===== config.mk =====
export PLATFORM = sky130hd
export DESIGN_NAME = cpu_load_store
export DESIGN_NICKNAME = d
export VERILOG_FILES = /design/src/rtl/cpu_load_store.sv
export SDC_FILE = /design/constraint.sdc
export NUM_CORES = 1
export LEC_CHECK = 0
export CORE_MARGIN = 5
export CORE_UTILIZATION = 46
export CTS_BUF_LIST = sky130_fd_sc_hd__clkbuf_4 sky130_fd_sc_hd__clkbuf_8 sky130_fd_sc_hd__clkbuf_16
export DETAILED_ROUTE_END_ITERATION = 6
export GPL_TIMING_DRIVEN = 0
export PLACE_DENSITY = 0.74
export SYNTH_ARGS = -nofsm -noshare
export SYNTH_HDL_FRONTEND = slang
export SYNTH_SLANG_ARGS = --single-unit

===== constraint.sdc =====
create_clock -name i_clock -period 2.8 [get_ports i_clock]
set_clock_uncertainty 0.1 [all_clocks]
set_input_delay 0.7 -clock i_clock [delete_from_list [all_inputs] [get_ports i_clock]]
set_output_delay 0.7 -clock i_clock [all_outputs]
set_load 0.03 [all_outputs]

===== src/rtl/cpu_load_store.sv =====
// cpu_load_store: RV32 load/store unit between execute and the data cache.
// Handles one operation at a time. Loads are shifted and sign/zero-extended;
// byte and half stores are done as read-modify-write because the cache port
// only moves whole words. Misaligned accesses and cache timeouts complete
// with o_fault instead of touching the cache.
//
// state  | meaning
// -------+---------------------------------------------------------------
// IDLE   | waiting for i_request; captures the operation
// READ   | cache read outstanding (load, or first half of an RMW)
// MODIFY | one cycle with the cache request low; merges store data
// WRITE  | cache write outstanding (word store, or second half of an RMW)
// DONE   | o_ready held until execute drops i_request
module cpu_load_store #(
    parameter int unsigned TIMEOUT = 255
) (
    input  logic        i_clock,
    input  logic        i_reset,
    input  logic        i_request,
    input  logic        i_rw,
    input  logic [1:0]  i_width,
    input  logic        i_unsigned,
    input  logic [31:0] i_address,
    input  logic [31:0] i_wdata,
    output logic        o_ready,
    output logic [31:0] o_rdata,
    output logic        o_fault,
    output logic        o_dc_rw,
    output logic        o_dc_request,
    input  logic        i_dc_ready,
    output logic [31:0] o_dc_address,
    input  logic [31:0] i_dc_rdata,
    output logic [31:0] o_dc_wdata
);

    typedef enum logic [2:0] {
        IDLE,
        READ,
        MODIFY,
        WRITE,
        DONE
    } state_t;

    state_t      state_q;
    logic        rw_q;
    logic [1:0]  width_q;
    logic        unsigned_q;
    logic [1:0]  off_q;
    logic [15:0] wdata_q;
    logic [31:0] rmw_q;
    logic [31:0] timer_q;

    logic        ready_q;
    logic [31:0] rdata_q;
    logic        fault_q;
    logic        dc_rw_q;
    logic        dc_req_q;
    logic [31:0] dc_addr_q;
    logic [31:0] dc_wdata_q;

    logic        misaligned_d;
    logic        issue_read_d;
    logic [31:0] shifted_d;
    logic [31:0] load_d;
    logic [31:0] merged_d;
    logic [31:0] timer_d;
    logic        timeout_d;

    // Classify the incoming request: alignment fault, and whether it starts with a read
    always_comb begin
        misaligned_d = 1'b0;
        if (i_width == 2'd1) begin
            misaligned_d = i_address[0];
        end else if (i_width[1]) begin
            misaligned_d = (i_address[1:0] != 2'b00);
        end
        issue_read_d = !i_rw || !i_width[1];
    end

    // Align the returned word to the byte offset and extend to 32 bits
    always_comb begin
        shifted_d = i_dc_rdata >> {off_q, 3'b000};
        case (width_q)
            2'd0:    load_d = {{24{~unsigned_q & shifted_d[7]}}, shifted_d[7:0]};
            2'd1:    load_d = {{16{~unsigned_q & shifted_d[15]}}, shifted_d[15:0]};
            default: load_d = shifted_d;
        endcase
    end

    // Overlay the sub-word store data onto the word read back from the cache
    always_comb begin
        merged_d = rmw_q;
        if (width_q == 2'd0) begin
            case (off_q)
                2'd0:    merged_d[7:0]   = wdata_q[7:0];
                2'd1:    merged_d[15:8]  = wdata_q[7:0];
                2'd2:    merged_d[23:16] = wdata_q[7:0];
                default: merged_d[31:24] = wdata_q[7:0];
            endcase
        end else if (off_q[1]) begin
            merged_d[31:16] = wdata_q;
        end else begin
            merged_d[15:0] = wdata_q;
        end
    end

    // Wait-cycle count after this cycle and whether it hits the abort limit
    always_comb begin
        timer_d   = timer_q + 32'd1;
        timeout_d = (TIMEOUT != 0) && (timer_d >= TIMEOUT);
    end

    // Operation sequencer with registered outputs
    always_ff @(posedge i_clock or negedge i_reset) begin
        if (!i_reset) begin
            state_q    <= IDLE;
            rw_q       <= 1'b0;
            width_q    <= 2'd0;
            unsigned_q <= 1'b0;
            off_q      <= 2'd0;
            wdata_q    <= 16'd0;
            rmw_q      <= 32'd0;
            timer_q    <= 32'd0;
            ready_q    <= 1'b0;
            rdata_q    <= 32'd0;
            fault_q    <= 1'b0;
            dc_rw_q    <= 1'b0;
            dc_req_q   <= 1'b0;
            dc_addr_q  <= 32'd0;
            dc_wdata_q <= 32'd0;
        end else begin
            case (state_q)
                IDLE: begin
                    timer_q <= 32'd0;
                    if (i_request) begin
                        rw_q       <= i_rw;
                        width_q    <= i_width;
                        unsigned_q <= i_unsigned;
                        off_q      <= i_address[1:0];
                        wdata_q    <= i_wdata[15:0];
                        dc_addr_q  <= {i_address[31:2], 2'b00};
                        if (misaligned_d) begin
                            fault_q <= 1'b1;
                            ready_q <= 1'b1;
                            state_q <= DONE;
                        end else if (issue_read_d) begin
                            dc_req_q <= 1'b1;
                            dc_rw_q  <= 1'b0;
                            state_q  <= READ;
                        end else begin
                            dc_req_q   <= 1'b1;
                            dc_rw_q    <= 1'b1;
                            dc_wdata_q <= i_wdata;
                            state_q    <= WRITE;
                        end
                    end
                end

                READ: begin
                    if (i_dc_ready) begin
                        dc_req_q <= 1'b0;
                        timer_q  <= 32'd0;
                        if (!rw_q) begin
                            rdata_q <= load_d;
                            ready_q <= 1'b1;
                            state_q <= DONE;
                        end else begin
                            rmw_q   <= i_dc_rdata;
                            state_q <= MODIFY;
                        end
                    end else if (timeout_d) begin
                        dc_req_q <= 1'b0;
                        timer_q  <= 32'd0;
                        fault_q  <= 1'b1;
                        ready_q  <= 1'b1;
                        state_q  <= DONE;
                    end else begin
                        timer_q <= timer_d;
                    end
                end

                MODIFY: begin
                    // Request stays low this cycle so the read and write are separate transfers
                    dc_wdata_q <= merged_d;
                    dc_req_q   <= 1'b1;
                    dc_rw_q    <= 1'b1;
                    timer_q    <= 32'd0;
                    state_q    <= WRITE;
                end

                WRITE: begin
                    if (i_dc_ready) begin
                        dc_req_q <= 1'b0;
                        dc_rw_q  <= 1'b0;
                        timer_q  <= 32'd0;
                        ready_q  <= 1'b1;
                        state_q  <= DONE;
                    end else if (timeout_d) begin
                        dc_req_q <= 1'b0;
                        dc_rw_q  <= 1'b0;
                        timer_q  <= 32'd0;
                        fault_q  <= 1'b1;
                        ready_q  <= 1'b1;
                        state_q  <= DONE;
                    end else begin
                        timer_q <= timer_d;
                    end
                end

                DONE: begin
                    timer_q <= 32'd0;
                    if (!i_request) begin
                        ready_q <= 1'b0;
                        fault_q <= 1'b0;
                        rdata_q <= 32'd0;
                        state_q <= IDLE;
                    end
                end

                default: begin
                    state_q <= IDLE;
                end
            endcase
        end
    end

    assign o_ready      = ready_q;
    assign o_rdata      = rdata_q;
    assign o_fault      = fault_q;
    assign o_dc_rw      = dc_rw_q;
    assign o_dc_request = dc_req_q;
    assign o_dc_address = dc_addr_q;
    assign o_dc_wdata   = dc_wdata_q;

endmodule

==> results of run 1 <==
## Yosys cell counts (all sizes together), types with 11 or more instances
master  count  area share [%]
nand3      30             1.8
a22o       16             1.6
nand4      11             1.0
o21ai      54             3.0
dfrtp     187              52
nor2       60             2.6
nor3       16             1.0
and2       26             1.8
mux2i      34             3.8
clkbuf     42             1.8
mux2       85              11
a21oi      52             2.9
nand2     122             5.1
## cells by family after synthesis
family                   Yosys count  synth area share [%]
AND/OR/NAND/NOR                  295                  16.1
AO/OA/AOI/OAI                    187                  13.5
flip-flops                       187                  52.0
multiplexers                     119                  14.4
buffers and inverters             58                  2.62
XOR/XNOR                          10                 0.974
adder cells (fa/ha/maj)            2                 0.278
other                              1                0.0417
## final cells by class
type / count / area share, %
Sequential cell: 187 / 38.3
Multi-Input combinational cell: 615 / 34.4
Timing Repair Buffer: 218 / 17.8
Clock buffer: 17 / 3.48
Tap cell: 265 / 2.71
Buffer: 47 / 1.66
Clock inverter: 15 / 1.38
Inverter: 8 / 0.256
## state kept, by name, summed over array words and instances, names as in the netlist
| name | cells |
|---|---|
| o_dc_wdata | 32 |
| o_rdata | 32 |
| rmw_q | 32 |
| timer_q | 32 |
| o_dc_address | 30 |
| wdata_q | 16 |
| state_q | 3 |
| off_q | 2 |
| width_q | 2 |
| o_dc_request | 1 |
| o_dc_rw | 1 |
| o_fault | 1 |
| o_ready | 1 |
| rw_q | 1 |
| unsigned_q | 1 |
## routing by layer
layer | wire, um | global-route usage (%) | up-vias
met2 | 12200 | 35.8 | 309
met3 | 2450 | 6.30 | 58
met4 | 757 | 8.42 | 0
li1 | - | - | 3541
met5 | 0 | 0 | -
met1 | 11100 | 32.7 | 3722
## worst register-to-register path: stages, from the launching register on
cell       delay, ns
dfrtp_2         0.41
ha_4            0.18
nand4_1         0.16
nor4_4          0.25
xnor2_1         0.16
o21ai_1         0.09
or4_4           0.55
nor4_4          0.17
buf_6           0.17
buf_6           0.10
a2111oi_2       0.05
a221o_1         0.26
## repair_timing
action,in CTS,in global routing
buffers inserted,11,4
gates resized for setup,13,32
pin swaps,5,10
endpoints found under the setup margin,82,82
hold endpoints to repair,0,0
## worst max path at each step
stage	end	cells past startpoint	slack, ns	startpoint
after floorplan	o_fault	9	-0.05	timer_q[0]
after global placement	o_rdata[25]	1	-6.84	i_reset
after detailed placement	o_dc_wdata[24]	8	-0.72	i_width[1]
after CTS	o_ready	10	-0.08	timer_q[1]
after global routing	o_fault	10	-0.09	timer_q[22]
final	o_fault	11	0.06	timer_q[1]
## power breakdown
part	switching (mW)	internal, mW
combinational	3.92	2.83
sequential	0.737	3.81
clock	1.19	1.21
## metrics by stage
stage	util [%]	worst slack, ns	area, um2
after CTS	62.6	-0.0804	12100
after global placement	58.7	-6.84	11300
after detailed placement	58.9	-0.723	11400
final	63.3	0.0583	12200
after global routing	63.3	-0.0949	12200
after floorplan	-	-0.0457	9000
==> summary.md, run 1 <==
| Metric | Value |
|---|---|
| GP Congestion | 0.865 |
| Worst-Margin Slew | ~1.1 ns |
| Final setup vio count | 0 |
| Num CTS Buffers | 17 |
| Ys flop type | dfrtp_1 |
| Post-Layout Cell Count | around 1.4k |
| Number of cell rows | approximately 50 |
| Most frequent cells in the layout | 200 x clkdlybuf4s50_1, 178 x dfrtp_1, 122 x nand2_1 |
| H-tree Lvls | 4 |
| VDD IR max | around 0.62 mV |
| Crit path time final | about 2.7 ns |
| Area of the multi-input gates | approximately 4200 um2 |
| Clock sinks | around 190 |
| CP bufs+invs | 2 |
| DRC | 0 |
| YS warnings | 0 |
| Crit-path max FO | 5 |
| DRT iter0 DRCs | 497 |
| Number of global-route vias before repair | around 7.5k |
| Unrepaired setup endpoints after global routing | yes |
| Depth of the most critical reg-to-reg path | 11 |
| TritonCTS clock tree | done |
| Fmax | around 360 MHz |
| DRT Wirelength | approximately 26 mm |
| Die H | about 150 um |
| PwrDens | between 1000 and 1500 nW/um2 |
| Post-Synthesis Cells | 859 |
| Core Area | between 15000 and 20000 um2 |
| HPWL after DPL | 19.9 mm |
| Die X | approximately 150 um |
| Synth Register Bits | between 150 and 200 |
| Number of iterations in the first detailed-routing pass | 6 |
| Mapped Area | ~9000 um2 |
| Async SR Flop Fraction | 100% |
| Tot Pwr | ~14 mW |
| First-pass GRT wire length | between 40 and 50 mm |
| Clock root buffer | clkbuf_16 |
| Delay-heaviest family, CP | simple AND/OR/NAND/NOR gates |
| Worst path arrival time | approximately 3.0 ns |
| Setup crit end kind | register |
| Slew Limit Fails | 0 |
| Diode count | 0 |
| Min Hold Slack | roughly 0.11 ns |
| Worst path cell trace | ha_4 > nand4_1 > nor4_4 > xnor2_1 > o21ai_1 > or4_4 > nor4_4 > buf_6 > buf_6 > a2111oi_2 > a221o_1 |
| Crit path required time | around 3 ns |
| Register area share after synthesis | a little over half |
| Port Buffers | roughly 200 |
| Slew HR | 25.7% |
| CTS clk-pin slew, worst paths | ~0.07 ns |
| CTS Hold Bufs | 0 |
| Fillers | approximately 1.6k |
| Status | finished, final reports clean |
| Reg2Reg Setup Slack | 0.06 ns |
| Initial antenna violation count | 0 |
| Most common cell after layout, fill and taps aside | clkdlybuf4s50_1 |
| Mean post-synth cell area | 10.5 um2 |
| Area Overhead vs Synth | 36.1% |
| Crit-path slowest cell | or4_4 |
| Wire length per cell | about 19 um |
| Post-synth EDFFs | 0 |
| Final TNS setup | 0 ns |
| Worst R2R End | o_fault |
| Post-route ant nets | 0 |
| Grt ovf | 0 |
| Placed insts | between 1k and 1.5k |
| GRT Overall Usage | between 20% and 30% |
| CTS Buffer Depth | 2 |
| CP startpoint kind | register |
| Largest net degree at the start of global routing | 120 |
| # Max-Cap Violations | 0 |
| Class of the worst hold path | in2async |
| Starting density of the core | 46.5% |
| Latest clock arrival within the worst-skew pair | 0.43 ns |
| Share of cells above drive strength 1 | roughly 17% |
| Die area | 22400 um2 |
| Reg area | approximately 4700 um2 |
| IO Pins | approximately 200 |
| Leakage Power | about 5.2 nW |
| Distinct cells, synth | between 60 and 70 |
| Largest stage delay, worst path | ~0.55 ns |
| Final worst-path cycle share | 97.9% |
| Worst r2r src | timer_q[1] |
| Via count | roughly 7.6k |
| Fin. Hold Viols | 0 |
| Final nets | between 1k and 1.5k |
| Critical path class | reg2reg |
| Vias per cell | ~5.6 |
(Power assumes the default switching activity.)
==> run 2: changes to the inputs <==
CORE_MARGIN = 8   (was 5)
CORE_UTILIZATION = 55   (was 46)
PLACE_DENSITY = 0.83   (was 0.74)
RECOVER_POWER = 25   (was unset)
clock period = 3.4 ns   (was 2.8 ns; I/O delays follow)
==> summary.md, run 2 (synthesis gave the netlist of run 1 again) <==
| Metric | Value |
|---|---|
| Crit path time final | approximately 3.3 ns |
| Vias per cell | 5.88 (was 5.56) |
| CTS Hold Bufs | 0 (unchanged) |
| NetSw | 4.64 mW (was 5.85 mW) |
| Clock network power share | 18.7% (was 17.5%) |
| Placed inst area | 11300 um2 (was 11400 um2) |
| Post-route ant nets | 0 (unchanged) |
| Die H | 144 um (was 150 um) |
| Via count | 7727 (was 7630) |
| Critical Path Source | i_dc_ready (was timer_q[1]) |
| Most common cell after layout, fill and taps aside | clkdlybuf4s50_1 (unchanged) |
| Fillers | 1112 (was 1593) |
| First-pass GRT wire length | 42.2 mm (was 41.3 mm) |
| Largest net degree at the start of global routing | 112 (was 120) |
| Leakage Power | 5.09 nW (was 5.19 nW) |
| Grt ovf | 0 (unchanged) |
| Start point of the worst hold path | o_rdata[7] |
| Reg power frac | 32.8% (was 33.2%) |
| GP Congestion | 0.879 (was 0.865) |
| Depth of the most critical reg-to-reg path | 10 (was 11) |
| Share of cells above drive strength 1 | 13.8% (was 17.3%) |
| Port Buffers | 201 (unchanged) |
| Wire length per cell | 20.5 um (was 19.3 um) |
| Worst r2r src | timer_q[0] (was timer_q[1]) |
| Crit path to | rmw_q[29] (was o_fault) |
| Clock sinks | 187 (unchanged) |
| Fin. Hold Viols | 0 (unchanged) |
| Reg2Reg Setup Slack | 0.20 ns (was 0.06 ns) |
| Final worst-path cycle share | between 90% and 100% |
| Number of global-route vias before repair | 7794 (was 7519) |
| Post-route cell area | 12000 um2 (was 12200 um2) |
| DRT Wirelength | 26.9 mm (was 26.5 mm) |
| VDD IR max | 0.567 mV (was 0.616 mV) |
| Worst-Margin Slew | 1.89 ns (was 1.11 ns) |
| HPWL after DPL | 20.0 mm (was 19.9 mm) |
| Crit-path max FO | 10 (was 5) |
| # Max-Cap Violations | 1 (was 0) |
| Latest clock arrival within the worst-skew pair | 0.43 ns (about the same) |
| Tot Pwr | 11.3 mW (was 13.7 mW) |
| H-tree Lvls | 4 (unchanged) |
| DRC | 0 (unchanged) |
| Worst R2R End | o_ready (was o_fault) |
| Crit path required time | 3.61 ns (was 3.01 ns) |
| CTS clk-pin slew, worst paths | 0.07 ns (about the same) |
| Number of iterations in the first detailed-routing pass | 5 (was 6) |
| Worst path arrival time | 3.55 ns (was 2.96 ns) |
| IO Pins | 204 (unchanged) |
| Setup crit end kind | register (unchanged) |
| CTS Buffer Depth | 2 (unchanged) |
| Sw Ratio | 40.9% (was 42.7%) |
| Critical path class | in2reg (was reg2reg) |
| CP startpoint kind | input port (was register) |
| Core Area | 15900 um2 (was 19300 um2) |
| Slew Limit Fails | 78 (was 0) |
| Initial antenna violation count | 0 (unchanged) |
| P_int | 6.71 mW (was 7.85 mW) |
| Die X | 144 um (was 150 um) |
| Die area | 20700 um2 (was 22400 um2) |
| Fmax | around 300 MHz |
| Clock root buffer | clkbuf_16 (unchanged) |
| GRT Overall Usage | 26.4% (was 23.6%) |
| Class of the worst hold path | reg2reg (was in2async) |
| Starting density of the core | 56.4% (was 46.5%) |
| DRT iter0 DRCs | 859 (was 497) |
| Final setup vio count | 0 (unchanged) |
| Diode count | 0 (unchanged) |
| Unrepaired setup endpoints after global routing | no (was yes) |
| Most frequent cells in the layout | 200 x clkdlybuf4s50_1, 187 x dfrtp_1, 122 x nand2_1 (was 200 x clkdlybuf4s50_1, 178 x dfrtp_1, 122 x nand2_1) |
| Area Overhead vs Synth | 33.1% (was 36.1%) |
| TritonCTS clock tree | done (unchanged) |
| Number of cell rows | 46 (was 51) |
| Final nets | 1192 (was 1200) |
| PwrDens | 948 nW/um2 (was 1120 nW/um2) |
| Status | finished, violations left (was finished, final reports clean) |
| Num CTS Buffers | 17 (unchanged) |
| Comb pwr share | 48.5% (was 49.3%) |
| Slew HR | -26.3% (was 25.7%) |
| Failing checks | capacitance limit, slew limit |
==> run 2: worst min-delay path by stage <==
stage	end	depth (start not counted)
2_1_floorplan	timer_q[31]	1
3_3_place_gp	o_rdata[14]	2
3_5_place_dp	o_rdata[7]	2
4_1_cts	o_dc_address[8]	1
5_1_grt	o_rdata[12]	2
6_report	o_rdata[7]	2
==> run 2: per-stage QoR <==
step | util [%] | hold slack, ns | TNS [ns] | setup slack (ns) | cells
2_1_floorplan | - | 0.377 | 0 | 0.296 | 860
3_3_place_gp | 70.7 | 0.364 | -1204.34 | -6.25 | 1277
3_5_place_dp | 71.0 | 0.374 | -17.20 | -0.316 | 1278
4_1_cts | 75.0 | 0.307 | 0 | 0.106 | 1312
5_1_grt | 75.1 | 0.409 | 0 | 0.0144 | 1314
6_report | 75.1 | 0.381 | 0 | 0.0605 | 1314
==> run 2: per-layer routing <==
metal,global-route usage (%),share of wire [%],up-vias
met5,0,0,-
met4,8.69,2.7,0
met3,6.90,8.0,57
met2,41.5,47,343
met1,35.0,43,3801
li1,-,-,3526
==> run 2: cell type report <==
cell class | count | area, um2 | share of cell area, %
flip-flops and latches | 187 | 4680 | 39.1
multi-input cells | 615 | 4090 | 34.2
repair buffers | 207 | 2070 | 17.3
clock buffers | 20 | 460 | 3.85
well taps | 216 | 270 | 2.26
plain buffers | 50 | 205 | 1.71
clock inverters | 11 | 165 | 1.38
inverters | 8 | 30.0 | 0.251
==> run 2: power by group through the flow <==
stage	registers [mW]	clock network [mW]	logic [mW]
detailed placement	3.73	0	5.47
floorplan	4.70	0	2.33
global route	3.83	2.23	5.88
finish	3.73	2.12	5.50
CTS	3.72	2.14	5.50
global placement	3.70	0	5.36
==> run 2: what timing repair did <==
action                     4_1_cts  5_1_grt
buffers inserted                 3        2
pin swaps                        1        2
gates resized for setup          0        1
setup endpoints to repair       13       37
hold endpoints to repair         0        0
==> run 2: worst max-delay path, stage by stage <==
cell and delay [ns]:
clkdlybuf4s50_1 0.59, nand2b_1 0.15, nor3_1 0.93, clkbuf_1 0.61, mux2_2 0.42
==> run 3: changes to the inputs <==
CAP_MARGIN = 20   (was unset)
==> results of run 3 <==
Final layout, timing and power as in run 2 (identical DEF).
